===== src/rtl/riscv_signature_pkg.sv =====
// Shared types for the signature-write protocol: word type codes, core status and
// test result encodings, plus the decoder FSM state.
package riscv_signature_pkg;

   localparam int SIG_TYPE_W = 8;

   typedef enum logic [SIG_TYPE_W-1:0] {
      CORE_STATUS = 8'h00,
      TEST_RESULT = 8'h01,
      WRITE_GPR   = 8'h02,
      WRITE_CSR   = 8'h03
   } signature_type_t;

   typedef enum logic [4:0] {
      INITIALIZED             = 5'd0,
      IN_DEBUG_MODE           = 5'd1,
      IN_MACHINE_MODE         = 5'd2,
      IN_HYPERVISOR_MODE      = 5'd3,
      IN_SUPERVISOR_MODE      = 5'd4,
      IN_USER_MODE            = 5'd5,
      HANDLING_IRQ            = 5'd6,
      FINISHED_IRQ            = 5'd7,
      HANDLING_EXCEPTION      = 5'd8,
      INSTR_FAULT_EXCEPTION   = 5'd9,
      ILLEGAL_INSTR_EXCEPTION = 5'd10,
      LOAD_FAULT_EXCEPTION    = 5'd11,
      STORE_FAULT_EXCEPTION   = 5'd12,
      EBREAK_EXCEPTION        = 5'd13
   } core_status_t;

   typedef enum logic {
      TEST_PASS = 1'b0,
      TEST_FAIL = 1'b1
   } test_result_t;

   typedef enum logic [1:0] {
      IDLE     = 2'd0,
      GPR_DUMP = 2'd1,
      CSR_DATA = 2'd2
   } dec_state_t;

   localparam core_status_t CORE_STATUS_MAX = EBREAK_EXCEPTION;

endpackage


===== src/rtl/riscv_signature_decoder_if.sv =====
// Snooped data-side write bus plus the decoded event outputs of the signature decoder.
interface riscv_signature_decoder_if #(
   parameter int XLEN = 32
);
   logic            wr_valid_i;
   logic [31:0]     wr_addr_i;
   logic [XLEN-1:0] wr_data_i;
   logic            status_valid_o;
   logic [4:0]      core_status_o;
   logic            test_done_o;
   logic            test_pass_o;
   logic            gpr_valid_o;
   logic [4:0]      gpr_idx_o;
   logic [XLEN-1:0] gpr_data_o;
   logic            csr_valid_o;
   logic [11:0]     csr_addr_o;
   logic [XLEN-1:0] csr_data_o;
   logic            proto_err_o;
   logic            busy_o;

   modport master (
      output wr_valid_i, wr_addr_i, wr_data_i,
      input  status_valid_o, core_status_o, test_done_o, test_pass_o,
             gpr_valid_o, gpr_idx_o, gpr_data_o, csr_valid_o, csr_addr_o,
             csr_data_o, proto_err_o, busy_o
   );

   modport slave (
      input  wr_valid_i, wr_addr_i, wr_data_i,
      output status_valid_o, core_status_o, test_done_o, test_pass_o,
             gpr_valid_o, gpr_idx_o, gpr_data_o, csr_valid_o, csr_addr_o,
             csr_data_o, proto_err_o, busy_o
   );
endinterface


===== src/rtl/riscv_signature_decoder.sv =====
// Filters stores to the signature address and turns them into registered typed events;
// GPR dumps and CSR writes span several words and are reassembled by the FSM below.
//
// state    | meaning
// IDLE     | next hit is a type word
// GPR_DUMP | hits are GPR values x0..x(NUM_GPR-1), counter holds next index
// CSR_DATA | next hit is the value for the latched CSR address
module riscv_signature_decoder
   import riscv_signature_pkg::*;
#(
   parameter logic [31:0] SIG_ADDR = 32'h8FFF_FFF8,
   parameter int          XLEN     = 32,
   parameter int          NUM_GPR  = 32
) (
   input  logic                        clk_i,
   input  logic                        rst_i,
   riscv_signature_decoder_if.slave    bus
);

   localparam int CNT_W = $clog2(NUM_GPR);

   dec_state_t      state_q, state_d;
   logic [CNT_W-1:0] cnt_q, cnt_d;

   logic            status_valid_d, test_done_d, test_pass_d;
   logic            gpr_valid_d, csr_valid_d, proto_err_d;
   logic [4:0]      core_status_d, gpr_idx_d;
   logic [11:0]     csr_addr_d;
   logic [XLEN-1:0] gpr_data_d, csr_data_d;

   logic                  hit;
   logic [SIG_TYPE_W-1:0] type_code;

   assign hit       = bus.wr_valid_i && (bus.wr_addr_i == SIG_ADDR);
   assign type_code = bus.wr_data_i[SIG_TYPE_W-1:0];

   always_ff @(posedge clk_i or posedge rst_i) begin
      if (rst_i) begin
         state_q <= IDLE;
         cnt_q   <= '0;
      end else begin
         state_q <= state_d;
         cnt_q   <= cnt_d;
      end
   end

   always_comb begin
      state_d        = state_q;
      cnt_d          = cnt_q;
      status_valid_d = 1'b0;
      gpr_valid_d    = 1'b0;
      csr_valid_d    = 1'b0;
      proto_err_d    = 1'b0;
      core_status_d  = bus.core_status_o;
      test_done_d    = bus.test_done_o;
      test_pass_d    = bus.test_pass_o;
      gpr_idx_d      = bus.gpr_idx_o;
      gpr_data_d     = bus.gpr_data_o;
      csr_addr_d     = bus.csr_addr_o;
      csr_data_d     = bus.csr_data_o;

      if (hit) begin
         unique case (state_q)
            IDLE: begin
               case (type_code)
                  CORE_STATUS: begin
                     if (bus.wr_data_i[12:8] <= CORE_STATUS_MAX) begin
                        core_status_d  = bus.wr_data_i[12:8];
                        status_valid_d = 1'b1;
                     end else begin
                        proto_err_d = 1'b1;
                     end
                  end
                  TEST_RESULT: begin
                     // first result wins; later ones are flagged and dropped
                     if (bus.test_done_o) begin
                        proto_err_d = 1'b1;
                     end else begin
                        test_done_d = 1'b1;
                        test_pass_d = (test_result_t'(bus.wr_data_i[8]) == TEST_PASS);
                     end
                  end
                  WRITE_GPR: begin
                     cnt_d   = '0;
                     state_d = GPR_DUMP;
                  end
                  WRITE_CSR: begin
                     csr_addr_d = bus.wr_data_i[19:8];
                     state_d    = CSR_DATA;
                  end
                  default: proto_err_d = 1'b1;
               endcase
            end
            GPR_DUMP: begin
               gpr_data_d  = bus.wr_data_i;
               gpr_idx_d   = 5'(cnt_q);
               gpr_valid_d = 1'b1;
               if (cnt_q == CNT_W'(NUM_GPR - 1)) begin
                  cnt_d   = '0;
                  state_d = IDLE;
               end else begin
                  cnt_d = cnt_q + 1'b1;
               end
            end
            CSR_DATA: begin
               csr_data_d  = bus.wr_data_i;
               csr_valid_d = 1'b1;
               state_d     = IDLE;
            end
            default: state_d = IDLE;
         endcase
      end
   end

   always_ff @(posedge clk_i or posedge rst_i) begin
      if (rst_i) begin
         bus.status_valid_o <= 1'b0;
         bus.core_status_o  <= INITIALIZED;
         bus.test_done_o    <= 1'b0;
         bus.test_pass_o    <= 1'b0;
         bus.gpr_valid_o    <= 1'b0;
         bus.gpr_idx_o      <= '0;
         bus.gpr_data_o     <= '0;
         bus.csr_valid_o    <= 1'b0;
         bus.csr_addr_o     <= '0;
         bus.csr_data_o     <= '0;
         bus.proto_err_o    <= 1'b0;
         bus.busy_o         <= 1'b0;
      end else begin
         bus.status_valid_o <= status_valid_d;
         bus.core_status_o  <= core_status_d;
         bus.test_done_o    <= test_done_d;
         bus.test_pass_o    <= test_pass_d;
         bus.gpr_valid_o    <= gpr_valid_d;
         bus.gpr_idx_o      <= gpr_idx_d;
         bus.gpr_data_o     <= gpr_data_d;
         bus.csr_valid_o    <= csr_valid_d;
         bus.csr_addr_o     <= csr_addr_d;
         bus.csr_data_o     <= csr_data_d;
         bus.proto_err_o    <= proto_err_d;
         bus.busy_o         <= (state_d != IDLE);
      end
   end

endmodule


===== src/flat_wrapper.sv =====
// flat-port wrapper written by rule: the top's interface ports become plain ports
module riscv_signature_decoder_flat import riscv_signature_pkg::*;
#(
   parameter logic [31:0] SIG_ADDR = 32'h8FFF_FFF8,
   parameter int          XLEN     = 32,
   parameter int          NUM_GPR  = 32
)
  (clk_i, rst_i, bus_wr_valid_i, bus_wr_addr_i, bus_wr_data_i, bus_status_valid_o, bus_core_status_o, bus_test_done_o, bus_test_pass_o, bus_gpr_valid_o, bus_gpr_idx_o, bus_gpr_data_o, bus_csr_valid_o, bus_csr_addr_o, bus_csr_data_o, bus_proto_err_o, bus_busy_o);
  riscv_signature_decoder_if #(.XLEN(XLEN)) bus_i ();
  input  logic clk_i;
  input  logic rst_i;
  input wire logic [$bits(bus_i.wr_valid_i)-1:0] bus_wr_valid_i;
  input wire logic [$bits(bus_i.wr_addr_i)-1:0] bus_wr_addr_i;
  input wire logic [$bits(bus_i.wr_data_i)-1:0] bus_wr_data_i;
  output wire logic [$bits(bus_i.status_valid_o)-1:0] bus_status_valid_o;
  output wire logic [$bits(bus_i.core_status_o)-1:0] bus_core_status_o;
  output wire logic [$bits(bus_i.test_done_o)-1:0] bus_test_done_o;
  output wire logic [$bits(bus_i.test_pass_o)-1:0] bus_test_pass_o;
  output wire logic [$bits(bus_i.gpr_valid_o)-1:0] bus_gpr_valid_o;
  output wire logic [$bits(bus_i.gpr_idx_o)-1:0] bus_gpr_idx_o;
  output wire logic [$bits(bus_i.gpr_data_o)-1:0] bus_gpr_data_o;
  output wire logic [$bits(bus_i.csr_valid_o)-1:0] bus_csr_valid_o;
  output wire logic [$bits(bus_i.csr_addr_o)-1:0] bus_csr_addr_o;
  output wire logic [$bits(bus_i.csr_data_o)-1:0] bus_csr_data_o;
  output wire logic [$bits(bus_i.proto_err_o)-1:0] bus_proto_err_o;
  output wire logic [$bits(bus_i.busy_o)-1:0] bus_busy_o;
  assign bus_i.wr_valid_i = bus_wr_valid_i;
  assign bus_i.wr_addr_i = bus_wr_addr_i;
  assign bus_i.wr_data_i = bus_wr_data_i;
  assign bus_status_valid_o = bus_i.status_valid_o;
  assign bus_core_status_o = bus_i.core_status_o;
  assign bus_test_done_o = bus_i.test_done_o;
  assign bus_test_pass_o = bus_i.test_pass_o;
  assign bus_gpr_valid_o = bus_i.gpr_valid_o;
  assign bus_gpr_idx_o = bus_i.gpr_idx_o;
  assign bus_gpr_data_o = bus_i.gpr_data_o;
  assign bus_csr_valid_o = bus_i.csr_valid_o;
  assign bus_csr_addr_o = bus_i.csr_addr_o;
  assign bus_csr_data_o = bus_i.csr_data_o;
  assign bus_proto_err_o = bus_i.proto_err_o;
  assign bus_busy_o = bus_i.busy_o;
  riscv_signature_decoder #(.SIG_ADDR(SIG_ADDR), .XLEN(XLEN), .NUM_GPR(NUM_GPR)) u_core (.clk_i(clk_i), .rst_i(rst_i), .bus(bus_i));
endmodule

===== config.mk =====
export PLATFORM = sky130hd
export DESIGN_NAME = riscv_signature_decoder_flat
export DESIGN_NICKNAME = d
export VERILOG_FILES = /design/src/rtl/riscv_signature_pkg.sv /design/src/rtl/riscv_signature_decoder_if.sv /design/src/rtl/riscv_signature_decoder.sv /design/src/flat_wrapper.sv
export SDC_FILE = /design/constraint.sdc
export NUM_CORES = 1
export LEC_CHECK = 0
export ABC_AREA = 1
export CAP_MARGIN = 20
export CORE_MARGIN = 10
export CORE_UTILIZATION = 35
export DETAILED_ROUTE_END_ITERATION = 7
export GPL_ROUTABILITY_DRIVEN = 0
export PLACE_DENSITY = 0.72
export SKIP_LAST_GASP = 1
export SYNTH_ARGS = -nofsm -noshare
export SYNTH_HDL_FRONTEND = slang
export SYNTH_SLANG_ARGS = --single-unit

===== constraint.sdc =====
create_clock -name clk_i -period 4.36 [get_ports clk_i]
set_clock_uncertainty 0.2 [all_clocks]
set_input_delay 0.872 -clock clk_i [delete_from_list [all_inputs] [get_ports clk_i]]
set_output_delay 0.872 -clock clk_i [all_outputs]
set_load 0.02 [all_outputs]

==> results.toml <==
[logic_synthesis]
ys_seq_area_share_pct = 58.1
async_flop_share_pct = 100
synth-edff-count = 0
synth_top_area_share_pct = 58.1
ys_warn_count = 0
synth_flop_cell = "dfrtp_1"
ys_ff_latch = 100
netlist_area_um2 = 4310
synth_top_area_cell = "dfrtp_1"
netlist_instances = 485
synth_fp_nets = 554
synthDistinctLibCells = 23
synthTopCellsByArea = "dfrtp_1 (58%), nand2_1 (13%), inv_1 (5.1%)"
synth.avg_cell_area_um2 = 8.88

[timing]
setup_viol = 0
rsz0062_at_grt = "no"
hold_viol = 0
tightest_slew_ns = 0.830
min_period_ns = 2.80
fmax_mhz = 357
drv_slew = 0
relSlewSlack_pct = 44.7
hold_slack_ns = 0.275
fin_setup_tns_ns = 0
post-route-period-util_pct = 64.2

[setup_path]
critPathTopFamily = "simple AND/OR/NAND/NOR gates"
cp.required_ns = 4.37
crit_start = "bus_wr_addr_i[27]"
path_max_fanout = 28
crit_path_start_kind = "input pin"
crit_path_frequent_cell = "nand2_1"
r2r-end = "u_core.bus.csr_addr_o[2]$_DFFE_PP0P_"
crit_buf_inv = 2
worstPathArrival_ns = 2.81
crit_chain = "clkdlybuf4s50_1, nand2_1, nor3_1, nand4_1, nor2_4, nand2_2, buf_4, nand2_1, o21ai_1"
crit_type = "input pin to register"
rrSetupSlack_ns = 2.42
slowest_stage = "clkdlybuf4s50_1"
worst_r2r_path_depth = 6
critPathCapture = "u_core.bus.gpr_data_o[8]$_DFFE_PP0P_"
timing.rr.start = "u_core.state_q[0]$_DFF_PP0_"
critPathMaxStageDelay_ns = 0.50
timing.critical_path.depth = 9
end_kind = "register"

[clock_network]
post-cts-setup-buffer-count = 0
clk_latency_ns = 0.33
cts_buffers = 9
postCtsHoldBufs = 0
clock_path_buffers = 2
cts_tree = "yes"
root_buffer = "clkbuf_16"
cts_resized = 0
clock_sinks = 100
h-tree-depth = 3
path_clk_slew_ns = 0.06

[die]
io_pins = 160
design.core.area_um2 = 12000
die_x_um = 131
initial_core_util_pct = 35.9
floorplan.die.height_um = 131
rows = 40
die_area_um2 = 17100

[routing]
vias = 3738
drc = 0
drt_wl_total_um = 12500
drt_iter0_markers = 196
dr.pass1.iters = 4
wl_per_cell_um = 15.8
drt-vias-per-instance = 4.70
ant_nets = 0

[global_route]
grt_overflow = 0
first_global_vias = 4053
grt_max_degree = 70
antenna_found_initial = 0
grt_pass1_wl_um = 20200
grt_use_total_pct = 14.9

[status]
status = "finished clean"

[layout]
area_delta_synth_final_pct = 45.8
drive_above_1_share_pct = 7.86
nNetsFinal = 713
final_common_cell = "clkdlybuf4s50_1"
stdcell_count = 796
layout_common_cells = "clkdlybuf4s50_1 (159), nand2_1 (146), dfrtp_1 (100)"
finalCoreUtilization_pct = 52.3
fillerInstances = 1133
antenna_cells = 0

[run]
maxCapViolCount = 0

[pwr]
power_per_cell_area_nw_per_um2 = 284
power.switching_uw = 377
power.leakage_uw = 0.00297
pwr-share-comb_pct = 6.6
p_seq_share_pct = 52.0
internal_power_uw = 1410
swShare_pct = 21.2
vdd_ir_drop_max_mv = 0.152
p_clk_share_pct = 41.4

[placed_design]
placed_cells = 780
dp_hpwl_um = 9870
io_buffers = 159

[min_path]
holdCritPathClass = "register to register"
-- power by group through the flow --
stage          logic (µW)  registers [µW]  clock network, µW
6_report              117             928                739
5_1_grt               131             927                801
4_1_cts               120             927                766
3_5_place_dp          119             945                  0
3_3_place_gp          116             945                  0
2_1_floorplan        38.5             945                  0
-- routing by layer --
layer / GRT usage (%) / vias up / wire length, µm
li1: - / 1858 / -
met2: 26.3 / 113 / 6280
met1: 16.0 / 1757 / 5020
met4: 4.12 / 0 / 136
met3: 6.12 / 10 / 1110
met5: 0 / - / 0
-- worst min path at each step --
stage	cells after the start	end	from	slack (ns)
floorplan	2	u_core.bus.gpr_idx_o[4]$_DFFE_PP0P_	u_core.cnt_q[4]$_DFFE_PP0P_	0.27
global placement	2	u_core.bus.test_pass_o$_DFFE_PP0P_	u_core.bus.test_pass_o$_DFFE_PP0P_	0.26
detailed placement	2	u_core.bus.gpr_idx_o[2]$_DFFE_PP0P_	u_core.bus.gpr_idx_o[2]$_DFFE_PP0P_	0.27
CTS	2	u_core.bus.gpr_idx_o[2]$_DFFE_PP0P_	u_core.bus.gpr_idx_o[2]$_DFFE_PP0P_	0.28
global route	2	u_core.bus.csr_data_o[20]$_DFFE_PP0P_	u_core.bus.csr_data_o[20]$_DFFE_PP0P_	0.30
finish	2	u_core.bus.gpr_idx_o[2]$_DFFE_PP0P_	u_core.bus.gpr_idx_o[2]$_DFFE_PP0P_	0.27
-- stage by stage --
step	power (µW)	instance area [µm²]	worst slack [ns]
floorplan	984	4310	0.669
global placement	1060	6000	1.26
detailed placement	1060	6000	1.20
CTS	1810	6280	1.56
global route	1860	6280	1.39
finish	1780	6280	1.56
-- flip-flops by register name, indices dropped and copies added (netlist names) --
| name | cells |
|---|---|
| u_core.bus.gpr_data_o | 32 |
| u_core.bus.csr_valid_o | 1 |
| u_core.cnt_q | 5 |
| u_core.bus.csr_addr_o | 12 |
| u_core.bus.test_pass_o | 1 |
| u_core.state_q | 2 |
| u_core.bus.csr_data_o | 32 |
| u_core.bus.status_valid_o | 1 |
| u_core.bus.gpr_valid_o | 1 |
| u_core.bus.busy_o | 1 |
| u_core.bus.test_done_o | 1 |
| u_core.bus.proto_err_o | 1 |
| u_core.bus.gpr_idx_o | 5 |
| u_core.bus.core_status_o | 5 |
-- cell usage after synthesis (7+ instances only) --
cell,number
nand2_1,146
dfrtp_1,100
inv_1,58
nor2_1,40
o21ai_1,39
o21ai_2,23
o21ai_0,19
nand3_1,18
nand4_1,10
buf_2,7
buf_6,7
-- cell families after synthesis --
group	after synthesis	share of synthesized area, %
AO/OA/AOI/OAI	85	12.0
AND/OR/NAND/NOR	223	21.4
buffers and inverters	75	7.99
flip-flops	100	58.1
adder cells (fa/ha/maj)	2	0.581
-- final cells by class --
| class | instances | area [µm²] | share of cell area (%) |
|---|---|---|---|
| clock buffer | 13 | 260 | 4.14 |
| sequential | 100 | 2500 | 39.8 |
| clock inverter | 3 | 21.3 | 0.339 |
| multi-input combinational | 310 | 1460 | 23.3 |
| timing repair buffer | 164 | 1630 | 25.9 |
| inverter | 59 | 224 | 3.57 |
| tap | 147 | 184 | 2.93 |
-- tightest hold or removal path: stages, from the launching register on --
cell and delay [ns]:
dfrtp_1 0.34, nand2_1 0.05, nand2_1 0.05
Power figures use the tool's default switching activity.
